$ cat config.mk
export PLATFORM = sky130hd
export DESIGN_NAME = lsu_store_buffer
export DESIGN_NICKNAME = d
export VERILOG_FILES = /design/src/rtl/lsu_store_buffer.sv
export SDC_FILE = /design/constraint.sdc
export NUM_CORES = 2
export LEC_CHECK = 0
export CAP_MARGIN = 5
export CORE_ASPECT_RATIO = 0.8
export CORE_MARGIN = 1
export CORE_UTILIZATION = 30
export DETAILED_ROUTE_END_ITERATION = 8
export PLACE_DENSITY = 0.45
export REMOVE_ABC_BUFFERS = 1
export SYNTH_ARGS = -nofsm -noshare
export SYNTH_HDL_FRONTEND = slang
export SYNTH_SLANG_ARGS = --single-unit
$ cat constraint.sdc
create_clock -name in_clk -period 10.57 [get_ports in_clk]
set_clock_uncertainty 0.1 [all_clocks]
set_input_delay 1.5855 -clock in_clk [delete_from_list [all_inputs] [get_ports in_clk]]
set_output_delay 1.5855 -clock in_clk [all_outputs]
set_load 0.02 [all_outputs]
$ cat src/rtl/lsu_store_buffer.sv
// Speculative store buffer: holds stores until ROB commit, drains them in order, forwards to loads.
// Optional macro STORE_FWD_EN enables exact-match store-to-load forwarding; otherwise any overlap replays.
module lsu_store_buffer #(
    parameter int DEPTH     = 4,
    parameter int DATA_W    = 64,
    parameter int ADDR_W    = 64,
    parameter int ROB_IDX_W = 4
) (
    input  logic                         in_clk,
    input  logic                         in_rst,
    input  logic                         in_st_valid,
    input  logic [ADDR_W-1:0]            in_st_addr,
    input  logic [DATA_W-1:0]            in_st_data,
    input  logic [ROB_IDX_W-1:0]         in_st_rob_index,
    output logic                         out_st_ready,
    input  logic                         in_ld_valid,
    input  logic [ADDR_W-1:0]            in_ld_addr,
    input  logic [ROB_IDX_W-1:0]         in_ld_rob_index,
    output logic                         out_ld_done,
    output logic [DATA_W-1:0]            out_ld_value,
    output logic [ROB_IDX_W-1:0]         out_ld_rob_index,
    output logic                         out_ld_replay,
    input  logic                         in_commit,
    input  logic [ROB_IDX_W-1:0]         in_commit_rob_index,
    input  logic                         in_flush,
    output logic                         out_mem_w_enable,
    output logic [ADDR_W-1:0]            out_mem_waddr,
    output logic [DATA_W-1:0]            out_mem_wval,
    output logic [ADDR_W-1:0]            out_mem_raddr,
    input  logic [DATA_W-1:0]            in_mem_rdata,
    output logic [$clog2(DEPTH+1)-1:0]   out_count
);
    localparam int PTR_W = $clog2(DEPTH);
    localparam int CNT_W = $clog2(DEPTH+1);

    logic [ADDR_W-1:0]    r_addr [DEPTH];
    logic [DATA_W-1:0]    r_data [DEPTH];
    logic [ROB_IDX_W-1:0] r_rob  [DEPTH];
    logic [DEPTH-1:0]     r_vld;
    logic [DEPTH-1:0]     r_cmt;
    logic [PTR_W-1:0]     r_head;
    logic [PTR_W-1:0]     r_cptr;
    logic [PTR_W-1:0]     r_tail;
    logic [CNT_W-1:0]     r_count;
    logic [CNT_W-1:0]     r_nunc;

    logic                 r_ld_done;
    logic [ADDR_W-1:0]    r_ld_addr;
    logic [ROB_IDX_W-1:0] r_ld_rob;
    logic                 r_ld_replay;
    logic                 r_ld_fwd;
    logic [DATA_W-1:0]    r_ld_fwd_data;

    logic                 w_alloc;
    logic                 w_commit;
    logic                 w_drain;
    logic [CNT_W-1:0]     w_flushed;
    logic [PTR_W-1:0]     w_cptr_nxt;
    logic                 w_fwd_hit;
    logic [DATA_W-1:0]    w_fwd_data;
    logic                 w_overlap;
    logic                 w_ld_replay;
    logic                 w_ld_fwd;
    logic [PTR_W-1:0]     w_idx;
    logic [ADDR_W-1:0]    w_diff;

    assign out_st_ready = (r_count < CNT_W'(DEPTH));
    assign w_alloc      = in_st_valid && out_st_ready && !in_flush;
    assign w_commit     = in_commit && (r_nunc != '0);
    assign w_drain      = r_vld[r_head] && r_cmt[r_head];
    assign w_cptr_nxt   = r_cptr + PTR_W'(w_commit);
    assign w_flushed    = in_flush ? (r_nunc - CNT_W'(w_commit)) : '0;

    // A reset cycle must not let a committed entry reach memory.
    assign out_mem_w_enable = w_drain && !in_rst;
    assign out_mem_waddr    = out_mem_w_enable ? r_addr[r_head] : '0;
    assign out_mem_wval     = out_mem_w_enable ? r_data[r_head] : '0;
    assign out_count        = r_count;

    // Valid entries are contiguous from head, so walking oldest-to-youngest lets the youngest match win.
    always_comb begin
        w_fwd_hit  = 1'b0;
        w_fwd_data = '0;
        w_overlap  = 1'b0;
        w_idx      = '0;
        w_diff     = '0;
        for (int k = 0; k < DEPTH; k++) begin
            w_idx  = r_head + PTR_W'(k);
            w_diff = (r_addr[w_idx] >= in_ld_addr) ? (r_addr[w_idx] - in_ld_addr)
                                                   : (in_ld_addr - r_addr[w_idx]);
            if (r_vld[w_idx]) begin
                if (r_addr[w_idx] == in_ld_addr) begin
                    w_fwd_hit  = 1'b1;
                    w_fwd_data = r_data[w_idx];
                end else if (w_diff < ADDR_W'(8)) begin
                    w_overlap = 1'b1;
                end
            end
        end
    end

`ifdef STORE_FWD_EN
    assign w_ld_fwd    = w_fwd_hit;
    assign w_ld_replay = w_overlap && !w_fwd_hit;
`else
    assign w_ld_fwd    = 1'b0;
    assign w_ld_replay = w_overlap || w_fwd_hit;
`endif

    always_ff @(posedge in_clk) begin
        if (in_rst) begin
            for (int i = 0; i < DEPTH; i++) begin
                r_addr[i] <= '0;
                r_data[i] <= '0;
                r_rob[i]  <= '0;
            end
            r_vld         <= '0;
            r_cmt         <= '0;
            r_head        <= '0;
            r_cptr        <= '0;
            r_tail        <= '0;
            r_count       <= '0;
            r_nunc        <= '0;
            r_ld_done     <= 1'b0;
            r_ld_addr     <= '0;
            r_ld_rob      <= '0;
            r_ld_replay   <= 1'b0;
            r_ld_fwd      <= 1'b0;
            r_ld_fwd_data <= '0;
        end else begin
            if (w_alloc) begin
                r_addr[r_tail] <= in_st_addr;
                r_data[r_tail] <= in_st_data;
                r_rob[r_tail]  <= in_st_rob_index;
                r_vld[r_tail]  <= 1'b1;
                r_cmt[r_tail]  <= 1'b0;
            end
            if (w_commit)
                r_cmt[r_cptr] <= 1'b1;
            if (w_drain) begin
                r_vld[r_head] <= 1'b0;
                r_cmt[r_head] <= 1'b0;
                r_head        <= r_head + PTR_W'(1);
            end
            if (in_flush) begin
                for (int i = 0; i < DEPTH; i++)
                    if (!r_cmt[i] && !(w_commit && (PTR_W'(i) == r_cptr)))
                        r_vld[i] <= 1'b0;
            end
            r_tail  <= in_flush ? w_cptr_nxt : (r_tail + PTR_W'(w_alloc));
            r_cptr  <= w_cptr_nxt;
            r_count <= r_count + CNT_W'(w_alloc) - CNT_W'(w_drain) - w_flushed;
            r_nunc  <= in_flush ? '0 : (r_nunc + CNT_W'(w_alloc) - CNT_W'(w_commit));

            r_ld_done <= in_ld_valid;
            if (in_ld_valid) begin
                r_ld_addr     <= in_ld_addr;
                r_ld_rob      <= in_ld_rob_index;
                r_ld_replay   <= w_ld_replay;
                r_ld_fwd      <= w_ld_fwd;
                r_ld_fwd_data <= w_fwd_data;
            end
        end
    end

    assign out_ld_done      = r_ld_done;
    assign out_ld_replay    = r_ld_done && r_ld_replay;
    assign out_ld_rob_index = r_ld_rob;
    assign out_mem_raddr    = r_ld_addr;
    assign out_ld_value     = (r_ld_done && !r_ld_replay) ?
                              (r_ld_fwd ? r_ld_fwd_data : in_mem_rdata) : '0;

    always_ff @(posedge in_clk) begin
        if (!in_rst) begin
            a_alloc_full: assert (!(in_st_valid && !out_st_ready));
            a_commit_none: assert (!(in_commit && (r_nunc == '0)));
            a_commit_rob: assert (!(w_commit && (in_commit_rob_index != r_rob[r_cptr])));
        end
    end
endmodule

After elaboration in Yosys (flattened, before gate mapping) --
Memories as Yosys holds them, arrays and structs flattened. A register that Yosys moved wholly into a read port is not among the register bits. Cells that the tools add are included.
Storage, ports and cells: RAM bits 512, bits in registers 90, output and inout port bits 267, memories kept 2
Memory list:
- r_addr | words 4, bits a word 64, read ports 4, clocked after Yosys merged registers in 1, wr ports 4, RTL line 36 | logic [ADDR_W-1:0] r_addr [DEPTH];
- r_data | words 4, bits a word 64, read ports 1, clocked after Yosys merged registers in 1, wr ports 4, RTL line 37 | logic [DATA_W-1:0] r_data [DEPTH];
Cells by class: bitwise logic cells 7, eq/ne operators 7, reduce and logical (&&, ||, !) cells 35, mux-type cells 73, $lt $le $gt $ge 18, add/subtract/negate cells 19
Operators by type and width (count):
- $mux 64 | 9
- $sub 64x64->64 | 8
- $eq 64x64->1 | 4
- $ge 64x64->1 | 4
- $lt 64x4->1 const B | 4
- $reduce_or 64->1 | 2
- $mux 1 | 39
- $mux 4 | 9
- $logic_and 1x1->1 | 18
- $lt 2x3->1 const B | 6
- $mux 2 | 7
- $and 4x4->4 | 3
- $logic_not 1->1 | 11
- $bmux 1 s2 | 5
- $sub 3x1->3 | 3
- $not 4->4 | 2
- $or 4x4->4 | 2
- $add 3x1->3 | 2
- $demux 1 s2 | 3
- $ge 2x1->1 const B | 3
- $add 2x1->2 | 2
- $add 2x2->2 const B | 2
- $eq 2x2->1 const A | 2
- $lt 3x3->1 const B | 1
- 8 further kinds | 8

Depth between registers and ports, before layout --
depth in word-level cells 16, gate-level depth with buffers 34, depth with buffers taken out 23

Least setup slack after synthesis --
OpenSTA, ideal clock, no wires.
path kind register -> register, start reg r_head[0], end reg r_ld_replay, cell stages (with the launch flop) 32, data arrival time 7088 ps, setup slack 3302 ps, data required time 10391 ps, cells stage by stage dfxtp_1 -> clkbuf_1 -> clkbuf_1 -> buf_1 -> buf_1 -> inv_1 -> ha_1 -> clkbuf_1 -> clkbuf_1 -> clkbuf_1 -> nand2_1 -> o21ai_0 -> inv_1 -> ha_1 -> clkbuf_1 -> nand4_1 -> nor4_1 -> and3_1 -> and4_1 -> a2111o_1 -> a21o_1 -> buf_4 -> mux2_4 -> a221o_1 -> a2111oi_2 -> nand4_1 -> nor4_2 -> nand4_1 -> or4_1 -> nor3_2 -> a41oi_1 -> a211oi_2
On the way: elaborated cells between the ends (all ways) 48, those cells by class 9 x add/sub; 6 x order compare; 3 x eq/ne; 28 x mux; 1 x reduce/logical; 1 x memory
RTL lines:
- start: declaration | RTL line 41 | logic [PTR_W-1:0] r_head;
- start signal: assignment | RTL line 143 | r_head <= r_head + PTR_W'(1);
- $add 2x2->2 * | RTL line 88 | w_idx = r_head + PTR_W'(k);
- via w_idx[0] | RTL line 64 | logic [PTR_W-1:0] w_idx;
- $mem_v2 4x64
- $sub 64x64->64 (tied with other cells) | RTL line 90 | : (in_ld_addr - r_addr[w_idx]);
- $mux 64 | RTL line 89 | w_diff = (r_addr[w_idx] >= in_ld_addr) ? (r_addr[w_idx] - in_ld_addr)
- $lt 64x4->1 | RTL line 95 | end else if (w_diff < ADDR_W'(8)) begin
- $mux 1 | RTL line 95
- $mux 1 | RTL line 92 | if (r_addr[w_idx] == in_ld_addr) begin
- $mux 1 | RTL line 91 | if (r_vld[w_idx]) begin
- $logic_or 1x1->1 * | RTL line 107 | assign w_ld_replay = w_overlap || w_fwd_hit;
- end signal: assignment | RTL line 159 | r_ld_replay <= w_ld_replay;
- end: declaration | RTL line 50 | logic r_ld_replay;
The timed path passes the listed nets; every way through them passes the cells marked *. The select of a mux whose other input is x is not followed. A chain may end at the register's enable or synchronous reset.

Worst setup path in the final report --
start reg r_head[1], end reg r_ld_replay
On the way: longest elaborated chain between the ends 15, elaborated cells between the ends (all ways) 48, those cells by class 9 x add/sub; 6 x order compare; 3 x eq/ne; 28 x mux; 1 x reduce/logical; 1 x memory
RTL lines (RTL line):
- $add 2x1->2 | 88
- $mem_v2 4x64
- $sub 64x64->64 (tied with other cells) | 90
- $mux 64 | 89
- $lt 64x4->1 | 95
- $mux 1 | 95
- $mux 1 | 92
- $mux 1 | 91
- $mux 1 | 95
- $mux 1 | 92
- $mux 1 | 91
- $mux 1 | 95
- $mux 1 | 92
- $mux 1 | 91
- $logic_or 1x1->1 * | 107
Every way passes the cells marked *; elsewhere a longest branch is shown, timed or not. The select of a mux whose other input is x is not followed.

==> results.json <==
{
  "status": "complete, no violations",
  "rsz0062_at_grt": "no",
  "setup-violations-final": 0,
  "drtAntennaViolNets": 0,
  "synthToLayoutAreaGrowth_pct": 16.9,
  "antenna_found_initial": 22,
  "first_iter_violations": 7467,
  "yosys.area.top_type_share": 0.248,
  "cts_resized": 0,
  "finalWirelength_um": 323000,
  "ys_top_cells_by_area": "edfxtp_1 (25%), ha_1 (10%), mux4_2 (7.2%), a21oi_1 (5.9%), nor2_1 (5.4%)",
  "ys_seq_area_frac": 0.278,
  "vias": 62100,
  "cp_slowest_stage_delay_ps": 830,
  "grt_start_max_net_pins": 132,
  "postCtsHoldBufs": 0,
  "fp.dieW_um": 510,
  "clk_pin_slew_ps": 70,
  "wl_per_cell_um": 30.4,
  "core_area_um2": 204000,
  "critical_path.max_fanout": 40,
  "via_per_inst": 5.85,
  "cts_buffers": 71,
  "crit_arrival_ps": 9080,
  "worstSetupEndpointType": "register",
  "cp.required_ps": 11050,
  "slew_headroom": 0.0730,
  "hpwl_um": 267000,
  "period_share": 0.813,
  "cts_setup_buffers": 0,
  "syn_inst": 7548,
  "syn_area_um2": 62000,
  "drtPass1Iterations": 6,
  "start_util": 0.303,
  "start_kind": "register",
  "htreeDepth": 3,
  "cts_root_buf": "clkbuf_16",
  "avgSynthCellArea_um2": 8.22,
  "grt_pass1_wl_um": 447000,
  "drc_errors": 0,
  "clk_latency_ps": 670,
  "cellPowerDensity_nw_per_um2": 122,
  "fp.dieH_um": 409,
  "grt_pass1_vias": 58600,
  "synth-seq-cells": 604,
  "synthArstFlopShare": 0,
  "ir_worst_vdd_mv": 0.0965,
  "finalNonFillerCells": 10600,
  "grt_overflow": 0,
  "fin_tns_setup_ps": 0,
  "dp.cells": 10500,
  "ys_warn_count": 0,
  "hold_path.class": "reg -> reg",
  "clock_path_buffers": 3,
  "gp_congestion": 1.00,
  "cts_tree": "done",
  "drv_cap": 0,
  "fmax_mhz": 116,
  "crit_slowest_cell": "nor4_2",
  "worst_slew_pin_slew_ps": 1380,
  "yosys.area.top_type": "edfxtp_1",
  "synth_most_common_cell": "nor2_1",
  "drive_above_1_share": 0.0865,
  "fin_crit_ps": 8590,
  "die_area_um2": 209000,
  "synth_cell_types": 97,
  "worstSetupPathType": "reg -> reg",
  "cellLeakagePower_nw": 28.7,
  "pin_count": 541,
  "fp-row-count": 148,
  "netlist_top_cells_count": "nor2_1 (886), nand2_1 (758), a21oi_1 (735), inv_1 (563), ha_1 (520)",
  "nets": 8650,
  "crit_path_cell_trace": "buf_4 > buf_4 > mux4_2 > ha_1 > nand4_1 > nor4_2 > nand2_1 > a21oi_1 > o21ai_2 > nand2_2 > buf_12 > mux2i_1 > xnor2_1 > or4_1 > or4_1 > nor4_1 > nand4_1 > nand3_1 > a41oi_1 > a211oi_2",
  "grt_usage": 0.299,
  "drv_slew": 0,
  "hold_violations": 0,
  "fin_hold_ws_ps": 391,
  "synth-edff-count": 512,
  "port_buffers": 532,
  "cts.sinks": 604,
  "ys.flop_type": "edfxtp_1"
}
-- sequential cells by signal, indices dropped and copies added, names as in the netlist, named ones only --
signal and cells:
r_head 2, out_ld_done 1, out_mem_raddr 64, r_vld 4, r_ld_replay 1, r_cptr 2, r_tail 2, r_cmt 4
r_addr 256, r_data 256, out_count 3, out_ld_rob_index 4, r_nunc 3
-- final timing paths --
path,from,to,slack [ps],depth (start not counted)
max reg2reg,r_head[1],r_ld_replay,1980,20
max,r_head[1],r_ld_replay,1980,20
min reg2reg,out_mem_raddr[29],out_mem_raddr[29],390,2
min,out_mem_raddr[29],out_mem_raddr[29],390,2
-- cell usage in the layout, fill, tap and decap left out, types with 21 or more instances in the layout --
master	count
a211oi_1	70
a21boi_0	26
a21o_1	140
a21oi_1	735
a221oi_1	36
a31oi_1	60
and2_1	156
and3_1	29
buf_4	155
clkbuf_1	23
clkbuf_16	72
clkdlybuf4s50_1	530
dfxtp_1	88
edfxtp_1	512
ha_1	519
inv_1	561
mux2_2	75
mux2i_1	204
mux4_2	198
nand2_1	755
nand2b_1	36
nand3_1	90
nand4_1	194
nor2_1	884
nor2b_1	44
nor3_1	200
nor4_1	56
o211ai_1	49
o21a_1	61
o21ai_0	461
o21bai_1	117
o221ai_1	21
o22ai_1	28
o31ai_1	36
or2_2	80
or3_1	40
xnor2_1	119
xor2_1	87
-- final cells by class --
class	count	area (um2)
fillers	21500	132000
multi-input cells	5919	40900
flip-flops and latches	604	17200
repair buffers	694	6640
well taps	2700	3380
inverters	563	2110
clock buffers	103	2000
clock inverters	28	278
diodes	12	30.0
-- logic make-up (layout without fill, tap and decap cells) --
logic type / Yosys count / after routing / synth area share
AOI/OAI and AO/OA: 2059 / 2059 / 0.205
xor gates and xnor gates: 206 / 206 / 0.0291
adders and majority gates: 523 / 523 / 0.106
buffers and inverters: 1025 / 1388 / 0.0651
DFF: 604 / 604 / 0.278
muxes: 478 / 478 / 0.119
other: 0 / 12 / 0
and+or+nand+nor: 2653 / 2653 / 0.199
-- per-stage QoR --
stage / area, um2 / setup slack [ps] / utilization / total power [mW]
after floorplan: 60100 / -6070 / - / 4.88
after global placement: 70200 / 1660 / 0.343 / 6.33
after detailed placement: 70200 / 1590 / 0.343 / 6.31
after CTS: 72500 / 2200 / 0.355 / 8.79
after global routing: 72500 / 1810 / 0.355 / 9.17
final: 72500 / 1980 / 0.355 / 8.83
-- report_power, final --
part,switching [mW],internal (mW),leakage [nW],total [mW]
Combinational,2.41,1.15,21.5,3.56
Sequential,0.0750,2.74,6.08,2.81
Clock,1.06,1.40,1.11,2.46
-- worst max-delay path: cells and delay by family, from the launching register on --
kind / cells / cell delay (ps)
simple gates: 9 / 3960
mux: 2 / 840
compound gates: 4 / 810
buf+inv: 3 / 1510
xor+xnor: 1 / 160
fa+ha+maj: 1 / 650
flops: 1 / 340
-- layer usage --
metal | up-vias | wire [um] | global-route usage
met3 | 344 | 29300 | 0.0657
met5 | - | 117 | 0
li1 | 27900 | - | -
met4 | 16 | 9480 | 0.0823
met1 | 31100 | 154000 | 0.453
met2 | 2780 | 130000 | 0.418
(Power assumes the default switching activity.)
